===== src/rtl/riio_gpi_sync_debounce_pkg.sv =====
// Shared types and constants for the GPI receive stage.
package riio_gpi_pkg;

  typedef enum logic [1:0] {
    OFF,
    BLANK,
    STABLE,
    QUALIFY
  } gpi_state_t;

  localparam int GPI_SYNC_MIN = 2;
  localparam int GPI_GLITCH_W = 8;

endpackage


===== src/rtl/riio_gpi_sync_debounce_if.sv =====
// Pad-control and debounced-level bundle for the GPI stage.
// Glitch counter signals exist only with RIIO_GPI_GLITCH_CNT_EN.
interface riio_gpi_sync_debounce_if;
  import riio_gpi_pkg::*;

  logic       EN_I;
  logic [1:0] STE_CFG_I;
  logic       IE_O;
  logic [1:0] STE_O;
  logic       DI_I;
  logic       LEVEL_O;
  logic       RISE_O;
  logic       FALL_O;
  logic       BUSY_O;
`ifdef RIIO_GPI_GLITCH_CNT_EN
  logic                    GLITCH_CLR_I;
  logic [GPI_GLITCH_W-1:0] GLITCH_CNT_O;

  modport master (
    output EN_I, STE_CFG_I, DI_I, GLITCH_CLR_I,
    input  IE_O, STE_O, LEVEL_O, RISE_O,
    input  FALL_O, BUSY_O, GLITCH_CNT_O
  );

  modport slave (
    input  EN_I, STE_CFG_I, DI_I, GLITCH_CLR_I,
    output IE_O, STE_O, LEVEL_O, RISE_O,
    output FALL_O, BUSY_O, GLITCH_CNT_O
  );
`else
  modport master (
    output EN_I, STE_CFG_I, DI_I,
    input  IE_O, STE_O, LEVEL_O, RISE_O,
    input  FALL_O, BUSY_O
  );

  modport slave (
    input  EN_I, STE_CFG_I, DI_I,
    output IE_O, STE_O, LEVEL_O, RISE_O,
    output FALL_O, BUSY_O
  );
`endif

endinterface


===== src/rtl/riio_gpi_sync_debounce_sync.sv =====
// Multi-flop synchroniser for the asynchronous pad data.
module riio_gpi_sync #(
  parameter int STAGES = 2
) (
  input  logic clk,
  input  logic rst,
  input  logic d,
  output logic q
);

  logic [STAGES-1:0] ff;

  always_ff @(posedge clk) begin
    if (rst) ff <= '0;
    else     ff <= {ff[STAGES-2:0], d};
  end

  assign q = ff[STAGES-1];

endmodule


===== src/rtl/riio_gpi_sync_debounce.sv =====
// GPI receive stage: pad control, sync, debounce, edge pulses.
// Define RIIO_GPI_GLITCH_CNT_EN to add the glitch counter.
module riio_gpi_sync_debounce
  import riio_gpi_pkg::*;
#(
  parameter int SYNC_STAGES = 2,
  parameter int DEB_CYCLES  = 16
) (
  input logic CLK_I,
  input logic RST_I,
  riio_gpi_sync_debounce_if.slave gpi
);

  localparam int CNT_W = $clog2(DEB_CYCLES + 1);
  localparam int BLK_W = $clog2(SYNC_STAGES + 2);
  localparam logic [CNT_W-1:0] CNT_MAX =
    CNT_W'(DEB_CYCLES - 1);
  localparam logic [BLK_W-1:0] BLK_LOAD =
    BLK_W'(SYNC_STAGES + 1);

  gpi_state_t       state_q, state_d;
  logic [CNT_W-1:0] cnt_q, cnt_d;
  logic [BLK_W-1:0] blk_q, blk_d;
  logic             level_q, level_d;
  logic             rise_q, rise_d;
  logic             fall_q, fall_d;
  logic             ie_q;
  logic [1:0]       ste_q;
  logic             s;

  riio_gpi_sync #(
    .STAGES (SYNC_STAGES)
  ) u_sync (
    .clk (CLK_I),
    .rst (RST_I),
    .d   (gpi.DI_I),
    .q   (s)
  );

  always_ff @(posedge CLK_I) begin
    if (RST_I) begin
      state_q <= OFF;
      cnt_q   <= '0;
      blk_q   <= '0;
      level_q <= 1'b0;
      rise_q  <= 1'b0;
      fall_q  <= 1'b0;
      ie_q    <= 1'b0;
      ste_q   <= 2'b00;
    end else begin
      state_q <= state_d;
      cnt_q   <= cnt_d;
      blk_q   <= blk_d;
      level_q <= level_d;
      rise_q  <= rise_d;
      fall_q  <= fall_d;
      ie_q    <= gpi.EN_I;
      ste_q   <= gpi.STE_CFG_I;
    end
  end

  always_comb begin
    state_d = state_q;
    cnt_d   = cnt_q;
    blk_d   = blk_q;
    level_d = level_q;
    rise_d  = 1'b0;
    fall_d  = 1'b0;
    // Disable drops the level silently: no FALL pulse.
    if (!gpi.EN_I) begin
      state_d = OFF;
      cnt_d   = '0;
      blk_d   = '0;
      level_d = 1'b0;
    end else begin
      unique case (state_q)
        OFF: begin
          state_d = BLANK;
          blk_d   = BLK_LOAD;
          cnt_d   = '0;
          level_d = 1'b0;
        end
        BLANK: begin
          blk_d = blk_q - BLK_W'(1);
          if (blk_q == BLK_W'(1)) begin
            level_d = s;
            state_d = STABLE;
          end
        end
        STABLE: begin
          if (s != level_q) begin
            if (DEB_CYCLES == 1) begin
              level_d = s;
              rise_d  = s;
              fall_d  = !s;
            end else begin
              state_d = QUALIFY;
              cnt_d   = CNT_W'(1);
            end
          end
        end
        QUALIFY: begin
          if (s == level_q) begin
            cnt_d   = '0;
            state_d = STABLE;
          end else if (cnt_q == CNT_MAX) begin
            level_d = s;
            rise_d  = s;
            fall_d  = !s;
            cnt_d   = '0;
            state_d = STABLE;
          end else begin
            cnt_d = cnt_q + CNT_W'(1);
          end
        end
        default: state_d = OFF;
      endcase
    end
  end

  assign gpi.IE_O    = ie_q;
  assign gpi.STE_O   = ste_q;
  assign gpi.LEVEL_O = level_q;
  assign gpi.RISE_O  = rise_q;
  assign gpi.FALL_O  = fall_q;
  assign gpi.BUSY_O  = (state_q == BLANK) ||
                       (state_q == QUALIFY);

`ifdef RIIO_GPI_GLITCH_CNT_EN
  logic                    glitch_evt;
  logic [GPI_GLITCH_W-1:0] gcnt_q;

  assign glitch_evt = gpi.EN_I &&
                      (state_q == QUALIFY) &&
                      (s == level_q);

  always_ff @(posedge CLK_I) begin
    if (RST_I || gpi.GLITCH_CLR_I)
      gcnt_q <= '0;
    else if (glitch_evt && (gcnt_q != '1))
      gcnt_q <= gcnt_q + GPI_GLITCH_W'(1);
  end

  assign gpi.GLITCH_CNT_O = gcnt_q;
`endif

endmodule


===== src/flat_wrapper.sv =====
// flat-port wrapper written by rule: the top's interface ports become plain ports
module riio_gpi_sync_debounce_flat import riio_gpi_pkg::*;
#(
  parameter int SYNC_STAGES = 2,
  parameter int DEB_CYCLES  = 16
)
  (CLK_I, RST_I, gpi_EN_I, gpi_STE_CFG_I, gpi_DI_I, gpi_IE_O, gpi_STE_O, gpi_LEVEL_O, gpi_RISE_O, gpi_FALL_O, gpi_BUSY_O);
  riio_gpi_sync_debounce_if gpi_i ();
  input logic CLK_I;
  input logic RST_I;
  input wire logic [$bits(gpi_i.EN_I)-1:0] gpi_EN_I;
  input wire logic [$bits(gpi_i.STE_CFG_I)-1:0] gpi_STE_CFG_I;
  input wire logic [$bits(gpi_i.DI_I)-1:0] gpi_DI_I;
  output wire logic [$bits(gpi_i.IE_O)-1:0] gpi_IE_O;
  output wire logic [$bits(gpi_i.STE_O)-1:0] gpi_STE_O;
  output wire logic [$bits(gpi_i.LEVEL_O)-1:0] gpi_LEVEL_O;
  output wire logic [$bits(gpi_i.RISE_O)-1:0] gpi_RISE_O;
  output wire logic [$bits(gpi_i.FALL_O)-1:0] gpi_FALL_O;
  output wire logic [$bits(gpi_i.BUSY_O)-1:0] gpi_BUSY_O;
  assign gpi_i.EN_I = gpi_EN_I;
  assign gpi_i.STE_CFG_I = gpi_STE_CFG_I;
  assign gpi_i.DI_I = gpi_DI_I;
  assign gpi_IE_O = gpi_i.IE_O;
  assign gpi_STE_O = gpi_i.STE_O;
  assign gpi_LEVEL_O = gpi_i.LEVEL_O;
  assign gpi_RISE_O = gpi_i.RISE_O;
  assign gpi_FALL_O = gpi_i.FALL_O;
  assign gpi_BUSY_O = gpi_i.BUSY_O;
  riio_gpi_sync_debounce #(.SYNC_STAGES(SYNC_STAGES), .DEB_CYCLES(DEB_CYCLES)) u_core (.CLK_I(CLK_I), .RST_I(RST_I), .gpi(gpi_i));
endmodule

===== config.mk =====
export PLATFORM = sky130hd
export DESIGN_NAME = riio_gpi_sync_debounce_flat
export DESIGN_NICKNAME = d
export VERILOG_FILES = /design/src/rtl/riio_gpi_sync_debounce_pkg.sv /design/src/rtl/riio_gpi_sync_debounce_if.sv /design/src/rtl/riio_gpi_sync_debounce_sync.sv /design/src/rtl/riio_gpi_sync_debounce.sv /design/src/flat_wrapper.sv
export SDC_FILE = /design/constraint.sdc
export NUM_CORES = 1
export LEC_CHECK = 0
export CAP_MARGIN = 30
export CORE_MARGIN = 5
export CORE_UTILIZATION = 53
export CTS_BUF_LIST = sky130_fd_sc_hd__clkbuf_4
export DETAILED_ROUTE_END_ITERATION = 7
export HOLD_SLACK_MARGIN = 0.15
export PLACE_DENSITY = 0.8
export SLEW_MARGIN = 20
export SYNTH_ARGS = -nofsm -noshare
export SYNTH_HDL_FRONTEND = slang
export SYNTH_SLANG_ARGS = --single-unit

===== constraint.sdc =====
create_clock -name CLK_I -period 1.5 [get_ports CLK_I]
set_input_delay 0.45 -clock CLK_I [delete_from_list [all_inputs] [get_ports CLK_I]]
set_output_delay 0.45 -clock CLK_I [all_outputs]
set_load 0.01 [all_outputs]

==> out/qor.yml <==
setup_path:
  end_kind: "flip-flop"
  crit_required_ns: 1.68
  critPathMaxFanout: 4
  slowest_stage: "dfxtp_1"
  startpoint: "u_core.cnt_q[1]"
  arrival_ns: 1.61
  timing.rr.start: "u_core.cnt_q[1]"
  crit_path_start_kind: "flip-flop"
  path_class: "reg -> reg"
  cp_slowest_stage_delay_ns: 0.40
  rrSetupSlack_ns: 0.07
  path_cells: "ha_1, and3_1, nand3b_1, a32oi_1, nor2_1"
sta:
  fin_skew_ns: 0.001962
  tns_ns: 0
  worst_pin_slew_ns: 0.4158
  hold_slack_ns: 0.4596
  hold_violations: 0
  slew_viol_final: 0
  period_needed_ns: 1.427
  fmax_mhz: 700.9
  maxSlewHeadroom: 0.7208
  setup_viol: 0
  rsz0062_at_grt: "no"
  period_share: 0.9511
die:
  initial_core_util: 0.5660
  core-area_um2: 1318
  die_x_um: 47.51
  die_area_um2: 2257
  die_h_um: 47.51
  io_pins: 13
  num_rows: 13
min_path:
  hp-class: "reg -> reg"
  hold_start: "u_core.u_sync.ff[0]"
job:
  drv_cap: 0
routing:
  first_pass_iters: 4
  drt_first_iter_violations: 25
  vias: 642
  drc_errors: 0
  final_antenna_net_count: 0
  wl_per_cell_um: 13.95
  finalWirelength_um: 1562
  viasPerCell: 5.732
synthesis:
  yosys-top-cells-area: "dfxtp_1 (46%), a31oi_1 (5.0%), nor4b_2 (4.0%), a21oi_1 (3.4%), ha_1 (3.4%)"
  yosysTopAreaCell: "dfxtp_1"
  synth-compound-area-share: 0.1728
  syn_area_um2: 745.7
  ys_types: 31
  yosys.area.top_type_share: 0.4564
  synth_nets: 87
  synth_xor_area_frac: 0.03356
  ys_seq_elements: 17
  ys_warn_count: 0
  synth-edff-count: 0
  synthMuxAreaShare: 0.01342
  async_reset_ff_frac: 0
  yosys.area_share.simple: 0.2248
  syn_inst: 79
  synth_top_family_by_area: "simple AND/OR/NAND/NOR gates"
  synth_adder_area_share: 0.03356
  ys.flop_type: "dfxtp_1"
  avgSynthCellArea_um2: 9.439
  yosysSeqAreaShare: 0.4564
clock_tree:
  cts_sinks: 17
  htreeDepth: 1
  ctsHoldBuffers: 0
  clk_latency_ns: 0.28
  cts_tree: "built"
  numCtsBuffers: 3
  clockRootBuffer: "clkbuf_4"
  clock_path_buffers: 2
  clkTransAtPathRegs_ns: 0.10
layout:
  area_growth_syn_to_layout_pct: 24.16
  finalNetCount: 106
  nFillCells: 106
  final_common_cell: "dfxtp_1"
  final_layout_size_suffix_gt1_frac: 0.1753
  antenna_cells: 0
  layout_common_cells: "dfxtp_1 (16), dlygate4sd2_1 (7), inv_1 (6), a31oi_1 (6), buf_4 (6)"
place:
  gp_congestion: 0.8130
  dp_hpwl_um: 1159
  port_buffers: 12
global_routing:
  grt_pass1_wl_um: 2718
  antenna_found_initial: 0
  grt_usage: 0.1697
  grt_max_degree: 16
  grt_pass1_vias: 609
  overflow: 0
power:
  pwr-share-seq: 0.584
  p_comb_frac: 0.096
  p_switching_mw: 0.1825
  vdd_drop_max_uv: 771.3
  p_int_mw: 0.6233
  p_total_mw: 0.8058
  p_clk_frac: 0.320
  total_leakage_power_nw: 0.3681
  swShare: 0.2265
  p_per_area_nw_per_um2: 870.3
run_status:
  outcome: "complete, no violations"
## synth_stat cells (2+ instances only)
cell / number
nand4_1: 2
inv_1: 6
nor4b_2: 2
nand2_1: 2
nor2_1: 4
nor2b_1: 4
nand3_1: 4
a31oi_1: 6
ha_1: 2
o22ai_1: 2
a21oi_1: 5
clkbuf_1: 2
o21ai_0: 3
dfxtp_1: 17
o21ai_1: 2
## kinds of logic after synthesis
| kind of cell | Yosys count |
|---|---|
| and+or+nand+nor | 26 |
| DFF | 17 |
| adders and majority gates | 2 |
| buffers and inverters | 10 |
| xor gates and xnor gates | 2 |
| muxes | 1 |
| AOI/OAI and AO/OA | 21 |
## flip-flops by register name, summed over array words and instances (netlist names)
register	flops
u_core.state_q	2
u_core.gpi.FALL_O	1
u_core.u_sync.ff	2
u_core.gpi.IE_O	1
u_core.gpi.LEVEL_O	1
u_core.blk_q	2
u_core.cnt_q	5
u_core.gpi.RISE_O	1
u_core.gpi.STE_O	2
## stage by stage
stage	setup WS [ns]	cells	util	cell area [µm²]
after floorplan	0.2942	79	-	745.7
after global routing	0.005224	112	0.7028	925.9
final	0.07329	112	0.7028	925.9
after CTS	0.09888	112	0.7018	924.6
after global placement	-0.05854	108	0.6857	903.4
after detailed placement	-0.1207	108	0.6857	903.4
## metal layers
layer,vias to the layer above,global-route usage,part of all wire
li1,318,-,-
met1,292,0.2177,0.46
met2,30,0.2861,0.46
met3,2,0.03383,0.072
met4,0,0.04972,0.0083
met5,-,0,0
## power groups by stage
| stage | clock network [mW] | registers [mW] | logic [mW] |
|---|---|---|---|
| 2_1_floorplan | 0 | 0.482 | 0.0414 |
| 3_3_place_gp | 0 | 0.481 | 0.0790 |
| 3_5_place_dp | 0 | 0.481 | 0.0807 |
| 4_1_cts | 0.263 | 0.470 | 0.0772 |
| 5_1_grt | 0.286 | 0.472 | 0.0858 |
| 6_report | 0.258 | 0.470 | 0.0772 |
## path summary, 6_finish.rpt
| kind | endpoint | cells after the start |
|---|---|---|
| setup / recovery | u_core.gpi.LEVEL_O | 5 |
| hold reg to reg | u_core.u_sync.ff[1] | 1 |
| hold / removal | u_core.u_sync.ff[1] | 1 |
| setup reg to reg | u_core.gpi.LEVEL_O | 5 |
## worst max-delay path, delay by kind of cell (launching register included)
family,cells,cell delay [ns]
adders and majority gates,1,0.23
DFF,1,0.40
AOI/OAI and AO/OA,1,0.26
and+or+nand+nor,3,0.43
## layout make-up
| type | instances | area [µm²] | share of cell area |
|---|---|---|---|
| clock buffers | 4 | 30.03 | 0.03243 |
| inverters | 6 | 22.52 | 0.02432 |
| multi-input cells | 52 | 356.6 | 0.3851 |
| flip-flops and latches | 17 | 341.6 | 0.3689 |
| well taps | 15 | 18.77 | 0.02027 |
| repair buffers | 18 | 156.4 | 0.1689 |
## what timing repair did
| action | CTS | global route |
|---|---|---|
| gates resized for setup | 7 | 1 |
| endpoints found under the setup margin | 7 | 2 |
| buffers inserted | 0 | 0 |
(Power assumes the default switching activity.)
